**src/rtl/lift_call_scheduler.sv**
```systemverilog
// SCAN-order call scheduler sitting in front of the lift movement controller.
// Latches button calls, issues targets with a set strobe, and holds a timed door dwell.
//
// state  | meaning
// -------+-------------------------------------------------------------
// IDLE   | no work in progress; waiting for a latched call
// SELECT | pick the next target in SCAN order, possibly reversing
// ISSUE  | present tgt_floor with a one-cycle tgt_set strobe
// TRAVEL | wait for arrival; retarget if a call appears en route
// DOOR   | door open, dwell down-counter running to terminal count
module lift_call_scheduler #(
    parameter int          NUM_FLOORS = 15,
    parameter int unsigned DOOR_TICKS = 100_000_000
) (
    input  logic                  clk,
    input  logic                  rst_n,
    input  logic [NUM_FLOORS-1:0] call_btn,
    input  logic [3:0]            floor,
    output logic [3:0]            tgt_floor,
    output logic                  tgt_set,
    output logic [NUM_FLOORS-1:0] pending,
    output logic                  door_open,
    output logic                  dir_up,
    output logic                  busy
);

    localparam logic [31:0] DWELL = 32'(DOOR_TICKS);

    typedef enum logic [2:0] {
        S_IDLE,
        S_SELECT,
        S_ISSUE,
        S_TRAVEL,
        S_DOOR
    } state_t;

    state_t state, state_nxt;

    logic [NUM_FLOORS-1:0] sync1, sync2, sync3;
    logic [NUM_FLOORS-1:0] rise, tgt_onehot, door_mask, clr_mask;
    logic [31:0]           cnt, cnt_nxt;

    logic       floor_valid, here, up_found, down_found, ahead, arrive;
    logic [3:0] up_tgt, down_tgt, sel_tgt;
    logic       sel_dir, sel_ok;

    assign rise = sync2 & ~sync3;

    // Floor 15 is outside the served range: it never matches a call or an arrival.
    always_comb begin
        floor_valid = (floor < 4'(NUM_FLOORS));
        here        = 1'b0;
        up_found    = 1'b0;
        up_tgt      = 4'd0;
        down_found  = 1'b0;
        down_tgt    = 4'd0;
        ahead       = 1'b0;
        tgt_onehot  = '0;
        for (int i = 0; i < NUM_FLOORS; i++) begin
            tgt_onehot[i] = (tgt_floor == 4'(i));
            if (pending[i] && floor_valid && floor == 4'(i))
                here = 1'b1;
            if (pending[i] && 4'(i) < floor) begin
                down_found = 1'b1;
                down_tgt   = 4'(i);
            end
            if (pending[i] && floor_valid &&
                ((tgt_floor > floor && 4'(i) > floor && 4'(i) < tgt_floor) ||
                 (tgt_floor < floor && 4'(i) < floor && 4'(i) > tgt_floor)))
                ahead = 1'b1;
        end
        for (int i = NUM_FLOORS - 1; i >= 0; i--) begin
            if (pending[i] && 4'(i) > floor) begin
                up_found = 1'b1;
                up_tgt   = 4'(i);
            end
        end
        arrive = floor_valid && (floor == tgt_floor);
    end

    always_comb begin
        sel_tgt = floor;
        sel_dir = dir_up;
        sel_ok  = 1'b1;
        if (here) begin
            sel_tgt = floor;
        end else if (dir_up) begin
            if (up_found) begin
                sel_tgt = up_tgt;
            end else if (down_found) begin
                sel_tgt = down_tgt;
                sel_dir = 1'b0;
            end else begin
                sel_ok = 1'b0;
            end
        end else begin
            if (down_found) begin
                sel_tgt = down_tgt;
            end else if (up_found) begin
                sel_tgt = up_tgt;
                sel_dir = 1'b1;
            end else begin
                sel_ok = 1'b0;
            end
        end
    end

    always_comb begin
        state_nxt = state;
        cnt_nxt   = cnt;
        clr_mask  = '0;
        case (state)
            S_IDLE:   if (|pending) state_nxt = S_SELECT;
            S_SELECT: state_nxt = sel_ok ? S_ISSUE : S_IDLE;
            S_ISSUE:  state_nxt = S_TRAVEL;
            S_TRAVEL: begin
                if (arrive) begin
                    clr_mask  = tgt_onehot;
                    cnt_nxt   = DWELL;
                    state_nxt = S_DOOR;
                end else if (ahead) begin
                    state_nxt = S_SELECT;
                end
            end
            S_DOOR: begin
                cnt_nxt = cnt - 32'd1;
                if (cnt <= 32'd1)
                    state_nxt = S_IDLE;
            end
            default:  state_nxt = S_IDLE;
        endcase
    end

    // Calls at the floor whose door is open are absorbed rather than latched.
    assign door_mask = door_open ? tgt_onehot : '0;

    always_ff @(posedge clk or negedge rst_n) begin
        if (!rst_n) begin
            state     <= S_IDLE;
            cnt       <= '0;
            sync1     <= '0;
            sync2     <= '0;
            sync3     <= '0;
            pending   <= '0;
            tgt_floor <= 4'd0;
            tgt_set   <= 1'b0;
            door_open <= 1'b0;
            dir_up    <= 1'b1;
            busy      <= 1'b0;
        end else begin
            state     <= state_nxt;
            cnt       <= cnt_nxt;
            sync1     <= call_btn;
            sync2     <= sync1;
            sync3     <= sync2;
            pending   <= (pending | (rise & ~door_mask)) & ~clr_mask;
            if (state == S_SELECT) begin
                dir_up <= sel_dir;
                if (sel_ok)
                    tgt_floor <= sel_tgt;
            end
            tgt_set   <= (state_nxt == S_ISSUE);
            door_open <= (state_nxt == S_DOOR);
            busy      <= (state_nxt != S_IDLE);
        end
    end

endmodule

```
**config.mk**
```make
export PLATFORM = sky130hd
export DESIGN_NAME = lift_call_scheduler
export DESIGN_NICKNAME = d
export VERILOG_FILES = /design/src/rtl/lift_call_scheduler.sv
export SDC_FILE = /design/constraint.sdc
export NUM_CORES = 1
export LEC_CHECK = 0
export ABC_AREA = 1
export CORE_MARGIN = 3
export CORE_UTILIZATION = 55
export CTS_CLUSTER_SIZE = 24
export DETAILED_ROUTE_END_ITERATION = 10
export PLACE_DENSITY = 0.76
export SETUP_SLACK_MARGIN = 0.2
export SLEW_MARGIN = 20
export SYNTH_ARGS = -nofsm -noshare
export SYNTH_HDL_FRONTEND = slang
export SYNTH_SLANG_ARGS = --single-unit
```
**constraint.sdc**
```tcl
create_clock -name clk -period 4.9 [get_ports clk]
set_clock_uncertainty 0.1 [all_clocks]
set_input_delay 0.49 -clock clk [delete_from_list [all_inputs] [get_ports clk]]
set_output_delay 0.49 -clock clk [all_outputs]
set_load 0.03 [all_outputs]
```
==> results of run 1 <==
==> kinds of logic (layout without fill, tap and decap cells) <==
logic type	Yosys count	after routing
multiplexers	2	2
flip-flops	103	103
AND/OR/NAND/NOR	330	330
buffers and inverters	129	181
AO/OA/AOI/OAI	137	137
adder cells (fa/ha/maj)	6	6
XOR/XNOR	2	2
==> flip-flops by register name, summed over array words and instances (netlist names), 3 cells and up <==
signal     cells
state          3
tgt_floor      4
sync1         15
sync3         15
cnt           32
pending       15
sync2         15
==> worst max-delay path, cell delays in order <==
cell and delay (ns):
sky130_fd_sc_hd__clkdlybuf4s50_1 0.62, sky130_fd_sc_hd__inv_2 0.16, sky130_fd_sc_hd__ha_1 0.33, sky130_fd_sc_hd__nand2_1 0.06
sky130_fd_sc_hd__inv_1 0.07, sky130_fd_sc_hd__nand3_1 0.10, sky130_fd_sc_hd__nor2_2 0.16, sky130_fd_sc_hd__nand2_2 0.41
sky130_fd_sc_hd__nand2_2 0.29, sky130_fd_sc_hd__inv_2 0.07, sky130_fd_sc_hd__nor2_1 0.14, sky130_fd_sc_hd__inv_1 0.10
sky130_fd_sc_hd__or4_1 0.40, sky130_fd_sc_hd__nand3_1 0.08
==> power breakdown <==
| group | switching [mW] | internal (mW) |
|---|---|---|
| clock network | 0.330 | 0.202 |
| logic | 0.652 | 0.311 |
| registers | 0.171 | 0.979 |
| total | 1.15 | 1.49 |
==> cell type report <==
type / instances / area, µm² / share of cell area [%]
Timing Repair Buffer: 44 / 435 / 7.04
Multi-Input combinational cell: 477 / 2360 / 38.1
Inverter: 121 / 454 / 7.35
Clock inverter: 7 / 72.6 / 1.17
Clock buffer: 9 / 124 / 2.00
Tap cell: 129 / 161 / 2.61
Sequential cell: 103 / 2580 / 41.7
==> path summary, 6_finish.rpt <==
check                                  start            to  slack [ns]  depth (start not counted)
worst max-delay path                floor[3]       cnt[21]        1.61                         14
worst min-delay path                   rst_n  tgt_floor[2]        0.14                          1
worst max register to register  tgt_floor[3]          busy        1.82                         16
worst min register to register      sync1[9]      sync2[9]        0.26                          0
max in group asynchronous              rst_n      sync2[6]        3.61                          2
min in group clk                    sync1[9]      sync2[9]        0.26                          0
==> layer usage <==
| metal | GRT usage [%] | share of wire [%] | vias to the layer above |
|---|---|---|---|
| met5 | 0 | 0 | - |
| met4 | 12.7 | 4.1 | 0 |
| met3 | 4.90 | 8.3 | 52 |
| met2 | 45.5 | 45 | 296 |
| met1 | 41.3 | 42 | 2422 |
| li1 | - | - | 2449 |
==> per-stage QoR <==
step           hold WS, ns  cell area [µm²]
2_1_floorplan       0.0944             5420
3_3_place_gp         0.231             5990
3_5_place_dp         0.235             5990
4_1_cts              0.205             6180
5_1_grt              0.215             6180
6_report             0.138             6180
==> cell usage in the layout, fill, tap and decap left out, types with 2 or more instances in the layout <==
| master | count |
|---|---|
| sky130_fd_sc_hd__o21bai_1 | 2 |
| sky130_fd_sc_hd__inv_2 | 10 |
| sky130_fd_sc_hd__nand3b_1 | 3 |
| sky130_fd_sc_hd__dfrtp_1 | 102 |
| sky130_fd_sc_hd__o21ai_0 | 45 |
| sky130_fd_sc_hd__inv_6 | 3 |
| sky130_fd_sc_hd__o211ai_1 | 5 |
| sky130_fd_sc_hd__nor4_1 | 9 |
| sky130_fd_sc_hd__o32ai_1 | 3 |
| sky130_fd_sc_hd__clkinv_1 | 4 |
| sky130_fd_sc_hd__inv_1 | 107 |
| sky130_fd_sc_hd__ha_1 | 6 |
| sky130_fd_sc_hd__o22ai_1 | 3 |
| sky130_fd_sc_hd__nand4_1 | 13 |
| sky130_fd_sc_hd__mux2i_1 | 2 |
| sky130_fd_sc_hd__a211oi_1 | 2 |
| sky130_fd_sc_hd__nor2_1 | 87 |
| sky130_fd_sc_hd__nand3_1 | 56 |
| sky130_fd_sc_hd__nor3_1 | 17 |
| sky130_fd_sc_hd__nor2_2 | 4 |
| sky130_fd_sc_hd__a21oi_1 | 39 |
| sky130_fd_sc_hd__a22oi_1 | 5 |
| sky130_fd_sc_hd__nand2_2 | 4 |
| sky130_fd_sc_hd__inv_8 | 2 |
| sky130_fd_sc_hd__o21ai_1 | 5 |
| sky130_fd_sc_hd__clkdlybuf4s50_1 | 42 |
| sky130_fd_sc_hd__clkbuf_8 | 9 |
| sky130_fd_sc_hd__nand2_1 | 132 |
| sky130_fd_sc_hd__o31ai_1 | 12 |
| sky130_fd_sc_hd__buf_4 | 2 |
| sky130_fd_sc_hd__a31oi_1 | 10 |
==> summary by stage, run 1 <==
Yosys
In the synthesized netlist, the cells that appear most often are 132 x sky130_fd_sc_hd__nand2_1, 107 x sky130_fd_sc_hd__inv_1, 102 x sky130_fd_sc_hd__dfrtp_1. The largest total area in the synthesized netlist belongs to sky130_fd_sc_hd__dfrtp_1. Counting every net in the synthesized netlist gives 736. The number of enable flip-flop cells after synthesis is 0. Of the total synthesized cell area, the portion taken by AND, OR, NAND and NOR gates is 26.6%. In the synthesized netlist the async set-or-reset flop fraction comes to 100%. The post-synthesis average cell area is 7.64 µm².

In the post-synthesis netlist, the biggest area contributors are sky130_fd_sc_hd__dfrtp_1 47%, sky130_fd_sc_hd__nand2_1 9.1%, sky130_fd_sc_hd__inv_1 7.4%. Of the synthesized area, sequential elements account for 47.6%. The dominant combinational cell family by area after synthesis is simple AND/OR/NAND/NOR gates. For this run, the number of Yosys warnings is 0. After synthesis, the largest area contributor takes up 47.1% of total cell area. The multiplexer share of the synthesized area is 0.369%. The number of distinct library cell variants in the gate-level netlist after synthesis is 42.

The gate count of the mapped netlist is 709. Among all flip-flop cells after synthesis, the most frequent one is sky130_fd_sc_hd__dfrtp_1. After synthesis the cells add up to 5420 µm². The synthesized flop and latch total is 103. The adder-cell area share of the yosys netlist is 1.39%.

Summing the areas of all compound-gate instances in the mapped netlist gives 14.8% of the synthesized area. sky130_fd_sc_hd__nand2_1 is the most common cell in the netlist. The synthesized netlist devotes 0.323% of its cell area to XOR and XNOR gates.

Cells and area
Compared with the post-synthesis result, the final layout area differs by 14.1%. The utilization after layout is 65.7%. Of the cells placed in the final design, the portion with a size suffix greater than 1 is 5.39%. The net count of the finished layout is 783. The count of non-filler cells in the finished layout is 890. The diode insertion count for antenna repair is 0. The layout has 810 filler cells.

Global routing
The number of global-route vias before repair is 5,080. In the global route stage, overall resource usage came out at 29.5%. Entering global routing, the biggest net connects 79 pins. The initial antenna violation count is 0. The leftover overflow at the end of global routing is 0. The wire length of the first global-routing pass is 25.8 mm.

Drt
The overall via count from detail_route is 5,219. After detailed routing, the total wire length is 15.8 mm. The first detailed-routing pass ran for 8 iterations. After detailed routing, the average wire length per cell comes to 17.7 µm.

After the first detailed-routing iteration, the DRC count stood at 440. Once detail routing completed, the nets flagged for antenna violations numbered 0. In the routed layout, each cell is associated on average with a via count of 5.86. After detailed routing, the number of remaining DRC violations is 0.

Pwr
For this design the ratio of total power to cell area is 428 nW/µm². For this design the static power due to leakage is 2.96 nW. The maximum vdd drop is 0.000271 V.

Summing internal, switching and leakage power gives 2.65 mW.

Placement
The count of input and output buffers is 43. The placed instance count is 874. Detailed placement finished with a half-perimeter wire length of 11.7 mm. The routability congestion estimate from global placement is 1.02. Timing analysis after detailed placement gives a worst setup slack of 1.28 ns.

Timing
The count of endpoints failing hold in the final timing report is 0. The measured slew at the worst slew-check pin is 0.989 ns. The shortest period the worst path allows is 3.29 ns.

The share of the cycle needed by the critical path after routing is 67.1%. The worst setup margin is 1.61 ns. The total negative setup slack is 0 ns.

The final setup violation count is 0. Setup repair after global routing left no endpoint under its margin. The relative max-transition margin is 34.1%. The number of slew-limit violations in the final report is 0. The maximum achievable frequency is 304 MHz.

Run
The number of maximum-capacitance violations is 0.

Clocking
After clock tree synthesis, the setup repair step added 0 buffers. After clock tree synthesis, the clock-pin slew on the worst setup and hold paths is 0.12 ns. The clock insertion delay at the later pin of the skew report is 0.37 ns. The TritonCTS clock tree is built. The clock passes through at most 2 buffers. The H-tree generated during clock tree synthesis spans 3 levels.

The quantity of gates resized following cts is 0. Clock tree synthesis inserted a total of 9 buffers. In this run, post-CTS hold repair placed 0 buffers. The root buffer cell chosen for the clock tree is sky130_fd_sc_hd__clkbuf_8. CTS saw 103 sinks.

Setup path
The critical path endpoint category is a flop. At the worst endpoint, the required time is 5.09 ns. For the worst setup path, the data arrival time is 3.48 ns. The worst setup path is of the in2reg kind. STA classifies the critical path startpoint as a primary input.

The largest fanout on the critical path is 37.

Floorplan
Once the floorplan was initialized, standard cells occupied 57.6% of the core. The die covers 11,100 µm². The chip height is 105 µm.

The number of top-level design ports is 44. The floorplan has 35 rows. The core box area is 9420 µm². The chip width is 105 µm.

Run status
The run finished with clean final reports.

Min path
The path class of the lowest-slack min-delay path is in2async.
(Power assumes the default switching activity.)
==> run 2: changes to the inputs <==
==> constraint.sdc (replaced) <==
create_clock -name clk -period 3.35 [get_ports clk]
set_clock_uncertainty 0.1 [all_clocks]
set_input_delay 0.335 -clock clk [delete_from_list [all_inputs] [get_ports clk]]
set_output_delay 0.335 -clock clk [all_outputs]
set_load 0.03 [all_outputs]
==> summary by stage, run 2 (synthesis gave the netlist of run 1 again) <==
Setup path
The critical path's most frequent cell is sky130_fd_sc_hd__nand2_1. The data arrival time at the worst-slack endpoint is 3.03 ns (-0.45 ns). The buffering stage count on the worst path with inverters included is 4 (-1).

By startpoint and endpoint, the worst setup path is classified as in2reg. The signal on the critical path passes through clkdlybuf4s50_1, inv_2, ha_1, inv_1, o21bai_1, nand2_1, nand2_1, clkinv_1, o211ai_1, o21ai_0, nand3_1, nand2_1, nor2_1, nand2_1, nor2_1, nand4_1, nand4_1. Broken down by cell family, the worst path's largest delay share belongs to buffers and inverters. The critical path's slowest cell is sky130_fd_sc_hd__clkdlybuf4s50_1. The required time at the endpoint of the critical path is 3.56 ns (-1.53 ns).

The largest fanout on the critical path was 9 (-76%). STA classifies the critical path startpoint as a primary input. The critical path endpoint category is a flop.

The longest individual stage delay on the worst path is 0.63 ns (about the same).

Min path
The path class of the lowest-slack min-delay path is reg2reg.

Drt
The count of nets left with antenna violations after detail routing was 0 (unchanged). The overall via count from detail_route is 5,266 (+0.90%). The DRC violation total after the first TritonRoute iteration is 592 (+35%). The length of the first detailed-routing pass in iterations is 6 (-2). The number of remaining DRC errors is 0 (unchanged).

The via-per-instance ratio is 5.85 (-0.22%). The routed wire length is 15.7 mm (-0.60%). The per-cell routed wire length is 17.4 µm (-1.7%).

Cells and area
The final non-filler cell area is 6290 µm² (+1.7%). The number of nets in the final layout is 793 (+1.3%). The diode insertion count for antenna repair is 0 (unchanged).

The register with the most flip-flops is cnt. The number of flip-flops in the largest register is 32 (unchanged). The leading cell type in the layout, fill and taps excluded is sky130_fd_sc_hd__nand2_1.

The utilization after layout is 66.8% (+1.1 points). The share of cells above drive strength 1 is 6.49% (+1.1 points). In the layout the commonest cells are 132 x sky130_fd_sc_hd__nand2_1, 107 x sky130_fd_sc_hd__inv_1, 102 x sky130_fd_sc_hd__dfrtp_1, 87 x sky130_fd_sc_hd__nor2_1, 56 x sky130_fd_sc_hd__nand3_1. The post-synthesis to final-layout area growth is 16.0%.

Timing
The measured slew at the worst slew-check pin is 0.617 ns (-0.371 ns). The relative max-transition margin is 58.8% (+25 points). The count of endpoints failing hold in the final timing report is 0 (unchanged).

After layout, the worst path uses 84.3% of the clock period. Setup repair after global routing left no endpoint under its margin. The maximum achievable frequency is 354 MHz. The number of slew-limit violations in the final report is 0 (unchanged).

The final setup violation count is 0 (unchanged). The total negative setup slack is 0 ns (unchanged). The worst path in the final design needs a cycle of 2.82 ns, including I/O delays and setup.

Global routing
The initial antenna violation count is 0 (unchanged). The number of global-route vias before repair is 5,076 (-0.079%). The leftover overflow at the end of global routing is 0 (unchanged).

The total track usage came to 29.7% (+0.21 points). The wire length of the first global-routing pass is 26.1 mm (+0.91%). The largest net degree at the start of global routing was 62 (-22%).

Run status
The flow ran to the end, and the final reports show no timing, DRC or antenna violations.

Pwr
The maximum vdd drop is 0.000474 V (+75%). The static leakage was 3.02 nW (+2.1%). The power density of the placed cells is 632 nW/µm² (+48%).

Placement
The half-perimeter wire length after placement is 12.1 mm (+3.0%). The routability congestion estimate from global placement is 1.02 (-0.59%). The area after detailed placement is 6070 µm² (+1.3%). The count of input and output buffers is 43 (unchanged).

Clocking
The number of levels the H-tree was split into is 3 (unchanged). The TritonCTS clock tree is built. The number of clock buffers inserted by TritonCTS is 9 (unchanged).

The number of sinks driven by the clock tree was 103 (unchanged). The setup fix buffers added after clock tree synthesis came to 0 (unchanged). The clock insertion delay at the later pin of the skew report is 0.37 ns (about the same).

The clock-pin slew on the worst setup and hold paths is 0.11 ns (about the same). The cell chosen for the clock root is sky130_fd_sc_hd__clkbuf_8. The maximum clock path buffer count is 2 (unchanged).

Floorplan
The number of top-level design ports is 44 (unchanged). The chip width is 105 µm (unchanged). The number of placement rows was 35 (unchanged).

The chip height is 105 µm (unchanged). The core box area is 9420 µm² (unchanged). The full die area is 11,100 µm² (unchanged).

The initial core utilization is 57.6% (unchanged).

Run
The number of maximum-capacitance violations is 0 (unchanged).
run 2: cell types whose count changed in the layout (fill, tap and decap cells not counted):
cell,change
sky130_fd_sc_hd__buf_4,+8
sky130_fd_sc_hd__clkinv_4,+3
sky130_fd_sc_hd__inv_6,-2
sky130_fd_sc_hd__buf_12,+1
sky130_fd_sc_hd__bufinv_16,+1
sky130_fd_sc_hd__clkinv_8,-1
sky130_fd_sc_hd__clkinvlp_4,-1
sky130_fd_sc_hd__dlygate4sd3_1,+1
run 2: per-stage QoR:
stage | instances | power, mW | hold WS, ns | worst slack (ns)
4_1_cts | 900 | 3.95 | 0.257 | 0.581
6_report | 900 | 3.97 | 0.253 | 0.527
5_1_grt | 900 | 4.23 | 0.259 | 0.276
3_5_place_dp | 883 | 3.14 | 0.236 | 0.200
3_3_place_gp | 883 | 3.12 | 0.233 | 0.147
2_1_floorplan | 709 | 2.57 | -0.0606 | 1.00
run 2: timing repair:
| action | 4_1_cts | 5_1_grt |
|---|---|---|
| setup endpoints to repair | 0 | 0 |
| hold buffers | 1 | 0 |
| resized for setup | 0 | 0 |
| hold endpoints to repair | 41 | 0 |
run 2: per-layer routing:
| metal | global-route usage [%] | part of all wire, % | vias up | wire length (µm) |
|---|---|---|---|---|
| met3 | 5.33 | 8.3 | 35 | 1290 |
| met5 | 0 | 0 | - | 0 |
| met1 | 43.0 | 45 | 2506 | 7080 |
| met2 | 45.0 | 44 | 263 | 6840 |
| li1 | - | - | 2462 | - |
| met4 | 10.5 | 3.0 | 0 | 468 |
run 2: final timing paths:
path | slack, ns | endpoint | cells after the start | from
max in group asynchronous | 2.02 | sync3[0] | 3 | rst_n
hold / removal | 0.25 | sync2[3] | 0 | sync1[3]
setup / recovery | 0.53 | busy | 17 | floor[1]
setup reg to reg | 0.78 | cnt[21] | 10 | cnt[2]
min in group asynchronous | 0.41 | sync2[12] | 2 | rst_n
hold reg to reg | 0.25 | sync2[3] | 0 | sync1[3]
run 2: power by group:
part / internal [mW] / leakage [nW] / switching (mW)
clock: 0.363 / 0.108 / 0.453
sequential: 1.43 / 1.17 / 0.200
combinational: 0.504 / 1.74 / 1.02
run 2: final cells by class:
cell class | instances | area, µm²
flip-flops and latches | 103 | 2580
inverters | 121 | 454
well taps | 129 | 161
clock inverters | 7 | 87.6
multi-input cells | 477 | 2360
clock buffers | 9 | 124
repair buffers | 54 | 526
fillers | 780 | 3130
==> run 3: changes to the inputs <==
==> constraint.sdc (replaced) <==
create_clock -name clk -period 2.6 [get_ports clk]
set_clock_uncertainty 0.1 [all_clocks]
set_input_delay 0.26 -clock clk [delete_from_list [all_inputs] [get_ports clk]]
set_output_delay 0.26 -clock clk [all_outputs]
set_load 0.03 [all_outputs]
==> summary by stage, run 3 (synthesis gave the netlist of run 1 again) <==
Run status
The run finished with clean final reports.

Pwr
The part of the power in the clock network is 19.1% (-1.4 points). The total power consumption of the routed design was 5.25 mW (+32%). The switching power total is 2.24 mW (+34%). The maximum vdd drop is 0.000651 V (+37%). The internal power summed over all cells is 3.01 mW (+31%).

The combinational fraction of design power was 41.0% (+2.6 points). The sequential cell fraction of total power is 39.9% (-1.2 points). The static leakage is 3.36 nW (+11%).

The power density of the placed cells is 764 nW/µm² (+21%). The switching power share of the total is 42.6% (+0.50 points).

Global routing
The leftover overflow at the end of global routing was 0 (unchanged). The wire length of the first global-routing pass was 26.2 mm (+0.45%). The layer flagged by global routing as most heavily used is met2.

The total track usage is 29.9% (+0.17 points). The met1 track demand over resource is 41.6% (-1.4 points). The number of global-route vias before repair is 5,325 (+4.9%). The largest net degree at the start of global routing is 55 (-11%).

The global-route met2 utilization is 47.8% (+2.7 points). The initial antenna violation count is 0 (unchanged). The met3 usage was 5.08% (-0.24 points).

Floorplan
The full die area is 11,100 µm² (unchanged). The number of placement rows was 35 (unchanged). The chip height is 105 µm (unchanged). The initial core utilization is 57.6% (unchanged).

The chip width is 105 µm (unchanged). The number of top-level design ports is 44 (unchanged). The core box area is 9420 µm² (unchanged).

Clocking
The number of sinks driven by the clock tree is 103 (unchanged). The clock-pin slew on the worst setup and hold paths came to 0.11 ns (about the same). The number of clock buffers inserted by TritonCTS came to 9 (unchanged). The clock insertion delay at the later pin of the skew report is 0.37 ns (about the same). The maximum clock path buffer count is 2 (unchanged). The TritonCTS clock tree is built. In this run the clock root is driven by a sky130_fd_sc_hd__clkbuf_8. The number of levels the H-tree was split into was 3 (unchanged).

Placement
The routability congestion estimate from global placement is 1.02 (+0.45%). The worst slack after detailed placement came to -0.153 ns (-0.353 ns). The count of input and output buffers is 43 (unchanged). The half-perimeter wire length after placement is 12.3 mm (+1.6%). The placed instance count came to 942 (+6.7%).

Timing
The worst setup margin is 0.326 ns (-0.201 ns). The final worst hold slack came to 0.217 ns (-0.0356 ns). The maximum achievable frequency is 440 MHz.

The number of slew-limit violations in the final report came to 0 (unchanged). The count of endpoints failing hold in the final timing report was 0 (unchanged). The share of the cycle needed by the critical path after routing is 87.5%.

The worst path needs 2.27 ns of the cycle, external delays included. The total negative setup slack is 0 ns (unchanged). The measured slew at the worst slew-check pin is 0.439 ns (-0.178 ns).

The final setup violation count is 0 (unchanged). Setup repair after global routing could not meet its margin everywhere. The relative max-transition margin came to 70.5% (+12 points).

Cells and area
Ranked by flip-flop count, first place goes to cnt. The area taken by flip-flops and latches is 2580 µm² (unchanged). The multi-input combinational cell area was 2470 µm² (+4.9%).

The diode insertion count for antenna repair came to 0 (unchanged). The share of cells above drive strength 1 is 16.3% (+9.8 points). The count of non-filler cells in the finished layout was 963 (+7.0%). Leaving out fill and tap cells, the most frequent cell in the layout is sky130_fd_sc_hd__nand2_1.

The top cell types in the final layout, fill and taps aside, are 126 x sky130_fd_sc_hd__nand2_1, 105 x sky130_fd_sc_hd__inv_1, 102 x sky130_fd_sc_hd__dfrtp_1, 79 x sky130_fd_sc_hd__nor2_1, 73 x sky130_fd_sc_hd__buf_4. Compared with the post-synthesis result, the final layout area differs by 26.7%. The number of flip-flops in the largest register was 32 (unchanged).

The number of nets in the final layout is 856 (+7.9%). The number of filler instances in the final layout was 714 (-8.5%).

Setup path
The largest fanout on the critical path is 26 (+17). The required time at the endpoint of the critical path came to 2.75 ns (-0.81 ns). The length in cells of the worst reg-to-reg path came to 10 (unchanged). The worst register-to-register path begins at cnt[2].

The critical path endpoint category is a flop. The register-to-register setup slack came to 0.33 ns (-0.45 ns). The critical path is of the in2reg type. The element type at the critical path start is a primary input. The data arrival time at the worst-slack endpoint is 2.42 ns (-0.61 ns).

In this run the critical register-to-register path is captured at cnt[21].

Drt
The via-per-instance ratio is 5.62 (-3.9%). The overall via count from detail_route is 5,415 (+2.8%). The length of the first detailed-routing pass in iterations is 5 (-1).

The count of nets left with antenna violations after detail routing is 0 (unchanged). The number of remaining DRC errors is 0 (unchanged). The routed wire length is 16.2 mm (+3.3%). The DRC violation total after the first TritonRoute iteration is 624 (+5.4%). The per-cell routed wire length is 16.8 µm (-3.4%).

Run
The number of maximum-capacitance violations is 0 (unchanged).

Min path
The endpoint with the worst hold slack is sync1[2]. The number of cells traversed by the worst hold path came to 1 (+1). The path class of the lowest-slack min-delay path is in2reg.

The hold path startpoint is call_btn[2].
==> run 3: cell count changes in the layout (fill, tap and decap cells not counted), moves of 5 or more <==
| cell | change |
|---|---|
| sky130_fd_sc_hd__nand2_1 | -6 |
| sky130_fd_sc_hd__nand2_2 | +5 |
| sky130_fd_sc_hd__nor2_1 | -8 |
| sky130_fd_sc_hd__buf_4 | +63 |
| sky130_fd_sc_hd__nor2_2 | +5 |
==> run 3: worst max-delay path, cell delays in order <==
cell and delay (ns):
sky130_fd_sc_hd__clkdlybuf4s50_1 0.50, sky130_fd_sc_hd__buf_4 0.17, sky130_fd_sc_hd__nand2_2 0.07, sky130_fd_sc_hd__inv_2 0.12, sky130_fd_sc_hd__nand2_2 0.08, sky130_fd_sc_hd__buf_4 0.17, sky130_fd_sc_hd__inv_2 0.06, sky130_fd_sc_hd__nor2_2 0.04
sky130_fd_sc_hd__nand2_2 0.08, sky130_fd_sc_hd__buf_4 0.28, sky130_fd_sc_hd__clkinv_1 0.10, sky130_fd_sc_hd__buf_4 0.19, sky130_fd_sc_hd__a221o_1 0.27
==> run 3: layer usage <==
layer | share of wire (%) | up-vias
met3 | 7.9 | 29
met1 | 44 | 2540
met2 | 46 | 253
li1 | - | 2593
met5 | 0 | -
met4 | 2.2 | 0
==> run 3: repair_timing <==
item | in CTS | in global routing
pin swaps | 0 | 6
setup endpoints to repair | 1 | 16
setup buffers | 0 | 4
hold buffers | 1 | 0
endpoints found under the hold margin | 22 | 0
gates resized for setup | 1 | 32
==> run 3: per-stage QoR <==
stage / util (%) / cell area (µm²)
2_1_floorplan: - / 5420
3_3_place_gp: 69.1 / 6510
3_5_place_dp: 69.1 / 6510
4_1_cts: 71.3 / 6720
5_1_grt: 73.0 / 6870
6_report: 73.0 / 6870
==> run 3: final cells by class <==
type | count | area share (%)
Tap cell | 129 | 2.35
Clock buffer | 9 | 1.80
Timing Repair Buffer | 117 | 14.6
Clock inverter | 7 | 1.06
Sequential cell | 103 | 37.5
Multi-Input combinational cell | 477 | 36.0
Inverter | 121 | 6.61
==> run 3: how the worst max path moves through the flow <==
stage                       from       to  slack, ns  cells past startpoint
floorplan           tgt_floor[1]     busy       0.25                     16
global placement        floor[1]     busy      -0.04                     18
detailed placement      floor[2]  cnt[21]      -0.15                     14
CTS                       cnt[0]  cnt[26]       0.23                     12
global route              cnt[2]  cnt[21]       0.08                     10
finish                  floor[3]  cnt[18]       0.33                     13
==> run 3: power by group through the flow <==
stage	sequential [mW]	combinational, mW	clock, mW
2_1_floorplan	2.17	1.14	0
3_3_place_gp	2.09	1.98	0
3_5_place_dp	2.10	2.03	0
4_1_cts	2.07	2.04	1.02
5_1_grt	2.12	2.36	1.09
6_report	2.09	2.15	1.00
